===== src/rtl/mem_port_arbiter.sv =====
// -----------------------------------------------------------------------------
// mem_port_arbiter
//
// Shares one SRAM-like memory port between the instruction-fetch requester and
// the data (load/store) requester. One transaction is in flight at a time.
// Data normally wins. Fetch wins once STARVE_MAX data grants in a row have been
// taken while a fetch was waiting.
//
// Handshake semantics (all interfaces):
//   - Requester side: *_req is a level. It is held, with its address/data
//     fields stable, until the matching *_data_ok pulse. *_data_ok is high for
//     exactly one cycle, and *_rdata is valid only in that cycle.
//   - Memory side: an address phase is accepted on a cycle where
//     mem_req & mem_addr_ok. mem_req and its fields stay constant until then.
//     Exactly one mem_data_ok cycle follows, for loads and for stores.
//     mem_addr_ok outside the address phase and mem_data_ok outside the
//     response wait are ignored.
//
// Ports:
//   clk, resetn                      clock (rising edge), async active-low reset
//   inst_req/inst_addr               fetch request in
//   inst_rdata/inst_data_ok/i_stall  fetch response and stall out
//   data_req/data_wr/data_wstrb/
//   data_addr/data_wdata             load/store request in
//   data_rdata/data_data_ok/d_stall  load/store response and stall out
//   mem_req/mem_wr/mem_wstrb/
//   mem_addr/mem_wdata               memory request out
//   mem_addr_ok/mem_data_ok/
//   mem_rdata                        memory handshake and response in
//   o_dbg_state                      current FSM state, for checkers
// -----------------------------------------------------------------------------
module mem_port_arbiter #(
  parameter int unsigned STARVE_MAX = 4
) (
  input  logic        clk,
  input  logic        resetn,
  // instruction fetch requester
  input  logic        inst_req,
  input  logic [31:0] inst_addr,
  output logic [31:0] inst_rdata,
  output logic        inst_data_ok,
  output logic        i_stall,
  // data requester
  input  logic        data_req,
  input  logic        data_wr,
  input  logic [3:0]  data_wstrb,
  input  logic [31:0] data_addr,
  input  logic [31:0] data_wdata,
  output logic [31:0] data_rdata,
  output logic        data_data_ok,
  output logic        d_stall,
  // memory port
  output logic        mem_req,
  output logic        mem_wr,
  output logic [3:0]  mem_wstrb,
  output logic [31:0] mem_addr,
  output logic [31:0] mem_wdata,
  input  logic        mem_addr_ok,
  input  logic        mem_data_ok,
  input  logic [31:0] mem_rdata,
  // debug
  output logic [1:0]  o_dbg_state
);

  typedef enum logic [1:0] {
    ST_IDLE = 2'd0,
    ST_ADDR = 2'd1,
    ST_WAIT = 2'd2,
    ST_DONE = 2'd3
  } state_t;

  localparam logic [3:0] STARVE_LIM = 4'(STARVE_MAX);

  state_t      r_state;
  state_t      w_state_nxt;
  logic        r_grant_data;      // 1: data owns the port, 0: fetch owns it
  logic        w_grant_data_nxt;
  logic [3:0]  r_starve_cnt;      // data grants taken while a fetch was waiting
  logic [3:0]  w_starve_nxt;
  logic [31:0] r_rdata_q;
  logic        w_rdata_load;

  logic        w_in_addr;
  logic        w_in_done;
  logic        w_data_store;

  // ---------------------------------------------------------------------------
  // State register
  // ---------------------------------------------------------------------------
  always_ff @(posedge clk or negedge resetn) begin
    if (!resetn) begin
      r_state      <= ST_IDLE;
      r_grant_data <= 1'b0;
      r_starve_cnt <= 4'd0;
      r_rdata_q    <= 32'd0;
    end else begin
      r_state      <= w_state_nxt;
      r_grant_data <= w_grant_data_nxt;
      r_starve_cnt <= w_starve_nxt;
      if (w_rdata_load) begin
        r_rdata_q <= mem_rdata;
      end
    end
  end

  // ---------------------------------------------------------------------------
  // Next state and arbitration
  // ---------------------------------------------------------------------------
  always_comb begin
    w_state_nxt      = r_state;
    w_grant_data_nxt = r_grant_data;
    w_starve_nxt     = r_starve_cnt;
    w_rdata_load     = 1'b0;

    case (r_state)
      ST_IDLE: begin
        // Requests are only looked at here; the winner is registered so the
        // memory-side mux is stable for the whole address phase.
        if (data_req && inst_req && (r_starve_cnt == STARVE_LIM)) begin
          w_grant_data_nxt = 1'b0;
          w_starve_nxt     = 4'd0;
          w_state_nxt      = ST_ADDR;
        end else if (data_req) begin
          w_grant_data_nxt = 1'b1;
          if (inst_req) begin
            // Saturate rather than wrap so a fetch can never lose its turn.
            w_starve_nxt = (r_starve_cnt < STARVE_LIM) ? 4'(r_starve_cnt + 4'd1)
                                                       : r_starve_cnt;
          end else begin
            w_starve_nxt = 4'd0;
          end
          w_state_nxt = ST_ADDR;
        end else if (inst_req) begin
          w_grant_data_nxt = 1'b0;
          w_starve_nxt     = 4'd0;
          w_state_nxt      = ST_ADDR;
        end
      end

      ST_ADDR: begin
        if (mem_addr_ok) begin
          w_state_nxt = ST_WAIT;
        end
      end

      ST_WAIT: begin
        if (mem_data_ok) begin
          w_rdata_load = 1'b1;
          w_state_nxt  = ST_DONE;
        end
      end

      ST_DONE: begin
        w_state_nxt = ST_IDLE;
      end

      default: begin
        w_state_nxt = ST_IDLE;
      end
    endcase
  end

  // ---------------------------------------------------------------------------
  // Outputs
  // ---------------------------------------------------------------------------
  assign w_in_addr    = (r_state == ST_ADDR);
  assign w_in_done    = (r_state == ST_DONE);
  assign w_data_store = w_in_addr & r_grant_data & data_wr;

  // Fields come straight from the owner's inputs. The owner holds them stable
  // until data_ok, so they stay constant while mem_addr_ok is withheld.
  assign mem_req   = w_in_addr;
  assign mem_addr  = w_in_addr ? (r_grant_data ? data_addr : inst_addr) : 32'd0;
  assign mem_wr    = w_data_store;
  assign mem_wstrb = w_data_store ? data_wstrb : 4'b0000;
  assign mem_wdata = (w_in_addr & r_grant_data) ? data_wdata : 32'd0;

  assign inst_data_ok = w_in_done & ~r_grant_data;
  assign data_data_ok = w_in_done &  r_grant_data;
  assign inst_rdata   = inst_data_ok ? r_rdata_q : 32'd0;
  assign data_rdata   = data_data_ok ? r_rdata_q : 32'd0;

  assign i_stall = inst_req & ~inst_data_ok;
  assign d_stall = data_req & ~data_data_ok;

  assign o_dbg_state = r_state;

endmodule

===== config.mk =====
export PLATFORM = sky130hd
export DESIGN_NAME = mem_port_arbiter
export DESIGN_NICKNAME = d
export VERILOG_FILES = /design/src/rtl/mem_port_arbiter.sv
export SDC_FILE = /design/constraint.sdc
export NUM_CORES = 1
export LEC_CHECK = 0
export CAP_MARGIN = 20
export CORE_AREA = 5 5 104 106
export CTS_CLUSTER_SIZE = 20
export DETAILED_ROUTE_END_ITERATION = 10
export DIE_AREA = 0 0 109 111
export MAX_ROUTING_LAYER = met4
export PLACE_DENSITY = 0.85
export SKIP_LAST_GASP = 1
export SLEW_MARGIN = 10
export SYNTH_ARGS = -nofsm -noshare
export SYNTH_HDL_FRONTEND = slang
export SYNTH_SLANG_ARGS = --single-unit

===== constraint.sdc =====
create_clock -name clk -period 2.4 [get_ports clk]
set_clock_uncertainty 0.1 [all_clocks]
set_input_delay 0.36 -clock clk [delete_from_list [all_inputs] [get_ports clk]]
set_output_delay 0.36 -clock clk [all_outputs]
set_load 0.05 [all_outputs]

==> out/summary.txt <==
Outcome - finished clean
Syn_area_per_cell - 9.61 um2
PwrDens - 1200 nW/um2
Die Area - 12100 um2
Net Sw Frac - 0.487
Post-Syn Area - 2940 um2
Area grow syn2layout - 155%
Final count of pins violating max slew - 0
Register area share after synthesis - 0.332
Synth cell types - 31
Logic pwr share - 0.796
Placed Cells - 697
Clock Power Share - 0.062
Achievable clock frequency - 431 MHz
# IOs - 279
Largest net degree at the start of global routing - 100
Slew Limit Headroom - 0.630
CP Launch Type - flip-flop
Flop pwr share - 0.142
Total wire length - 16400 um
Post-DP Area - 7360 um2
Final cycle utilization of the critical path - 0.967
Synth Register Bits - 39
Req. time, crit path - 1940 ps
Initial DRC Count - 124
Crit path max fanout - 99
Post-route setup TNS - 0 ps
Placer Congestion - 0.799
IO Port Bufs - 278
Final nets - 718
Vias in the first global route - 3919
Initial antenna violation count - 0
Fin crit period - 2320 ps
Share of the synthesized area in the top cell type - 0.332
Worst-Skew Late Latency - 280 ps
DRC errors left - 0
VDD IR max - 0.706 mV
Die Wd - 109 um
Routed vias/inst - 4.95
# Post-CTS Setup Buffers - 0
TritonCTS clock tree - built
Die height - 111 um
Starting Density - 0.304
Final hold viol count - 0
First-pass GRT wire length - 23700 um
ANT nets after route - 0
Syn_nets - 451
CTS H-tree lvls - 2
Min-Delay Path Class - reg -> reg
Worst slew pin tran - 554 ps
Max-cap viol count - 0
Final Setup Violations - 0
Clock Path Buffers - 2
Cells after Synth - 306
CTS clock-pin slew for the worst setup and hold paths - 80 ps
Final Worst Setup Slack - 79.6 ps
Most area-consuming cells after synthesis - dfrtp_1 33%, and3_1 14%, mux2_1 13%
Global route total overflow - 0
Ant diodes - 0
NetSw - 4370 uW
Critical Path AT - 1860 ps
Setup Crit Path Kind - reg -> out
Pre-CTS setup slack - 66.8 ps
Row cnt - 36
Mean routed wirelength per cell - 23.1 um
RSZ-0062 raised after global routing - no
All-Layer GR Usage - 0.267
Internal power - 4610 uW
Via count - 3503
Clock net sink count - 39
Drt first pass iters - 4
Static Leak - 0.00332 uW
Layout cell share with drive strength beyond 1 - 0.418
Commonest cells post-synth - 66 x and3_1, 39 x dfrtp_1, 37 x and2_1
Top-count cell post-synth - and3_1
Largest area contributor in the netlist - dfrtp_1
Root buf cell - clkbuf_8
Fin area - 7510 um2
Top FF cell, synth - dfrtp_1
Core area - 9680 um2
Post-DP HPWL - 13600 um
Synth Warn # - 0
Fin cells - 707
FFs w/ async S/R, synth - 1.00
TritonCTS Buffers - 5
Setup crit end kind - output port
Post-synth EDFFs - 0
repair_timing:
action / in CTS / in global routing
endpoints found under the hold margin: 22 / 0
gates resized for setup: 1 / 2
gates cloned: 0 / 1
setup endpoints to repair: 34 / 24
hold buffers: 1 / 0
stage by stage:
step	util	total power (uW)	hold WS (ps)
6_report	0.775	8970	422
5_1_grt	0.775	9320	435
4_1_cts	0.773	8990	415
3_5_place_dp	0.760	8410	280
3_3_place_gp	0.760	8220	275
2_1_floorplan	-	4920	-35.6
layout make-up:
type,instances,area [um2]
clock buffer,5,68.8
multi-input combinational,234,1970
tap,133,166
sequential,39,980
inverter,5,18.8
timing repair buffer,288,4260
clock inverter,3,43.8
fill,577,2180
final timing paths:
kind | startpoint | end | slack [ps] | cells after the start
max | r_grant_data | mem_wstrb[1] | 80 | 4
min | r_rdata_q[19] | r_rdata_q[19] | 420 | 1
max reg2reg | o_dbg_state[0] | o_dbg_state[1] | 640 | 5
min reg2reg | r_rdata_q[19] | r_rdata_q[19] | 420 | 1
max in group asynchronous | resetn | r_rdata_q[30] | 1130 | 3
min in group asynchronous | resetn | r_rdata_q[31] | 510 | 2
cells by family (layout without fill, tap and decap cells):
group                    after synthesis  after routing  synth area share
flip-flops                            39             39             0.332
adder cells (fa/ha/maj)                6              6            0.0255
AO/OA/AOI/OAI                         12             12            0.0332
XOR/XNOR                               1              1           0.00298
AND/OR/NAND/NOR                      149            150             0.316
buffers and inverters                 34            301            0.0549
multiplexers                          65             65             0.235
state kept, by name (all words and copies together), names as in the netlist:
register / count
o_dbg_state: 2
r_grant_data: 1
r_rdata_q: 32
r_starve_cnt: 4
routing by layer:
| layer | global-route usage | wire [um] | vias to the layer above | share of wire |
|---|---|---|---|---|
| li1 | - | - | 1592 | - |
| met1 | 0.236 | 5010 | 1691 | 0.31 |
| met2 | 0.497 | 9060 | 172 | 0.55 |
| met3 | 0.0810 | 1420 | 48 | 0.087 |
| met4 | 0.134 | 877 | 0 | 0.054 |
| met5 | - | 0 | - | 0 |
cell usage in the layout (no fill, tap or decap), types with 5 or more instances in the layout:
master             n
and3_2            29
buf_12           140
buf_4              7
nor2b_2           33
and3_1            37
inv_1              5
and2_2            13
ha_1               5
clkbuf_8           5
clkdlybuf4s50_1  139
dfrtp_1           38
and2_1            24
mux2_1            33
mux2i_1           32
worst max-delay path, cell delays in order (launching register included):
cell	delay, ps
dfrtp_4	480
buf_12	370
and3_2	340
and2_2	190
buf_12	140
power groups by stage:
stage / clock (uW) / sequential [uW] / combinational (uW)
final: 556 / 1270 / 7140
after CTS: 569 / 1260 / 7160
after floorplan: 0 / 1200 / 3720
after global placement: 0 / 1230 / 6980
after detailed placement: 0 / 1270 / 7130
after global routing: 599 / 1310 / 7410
(Power assumes the default switching activity.)
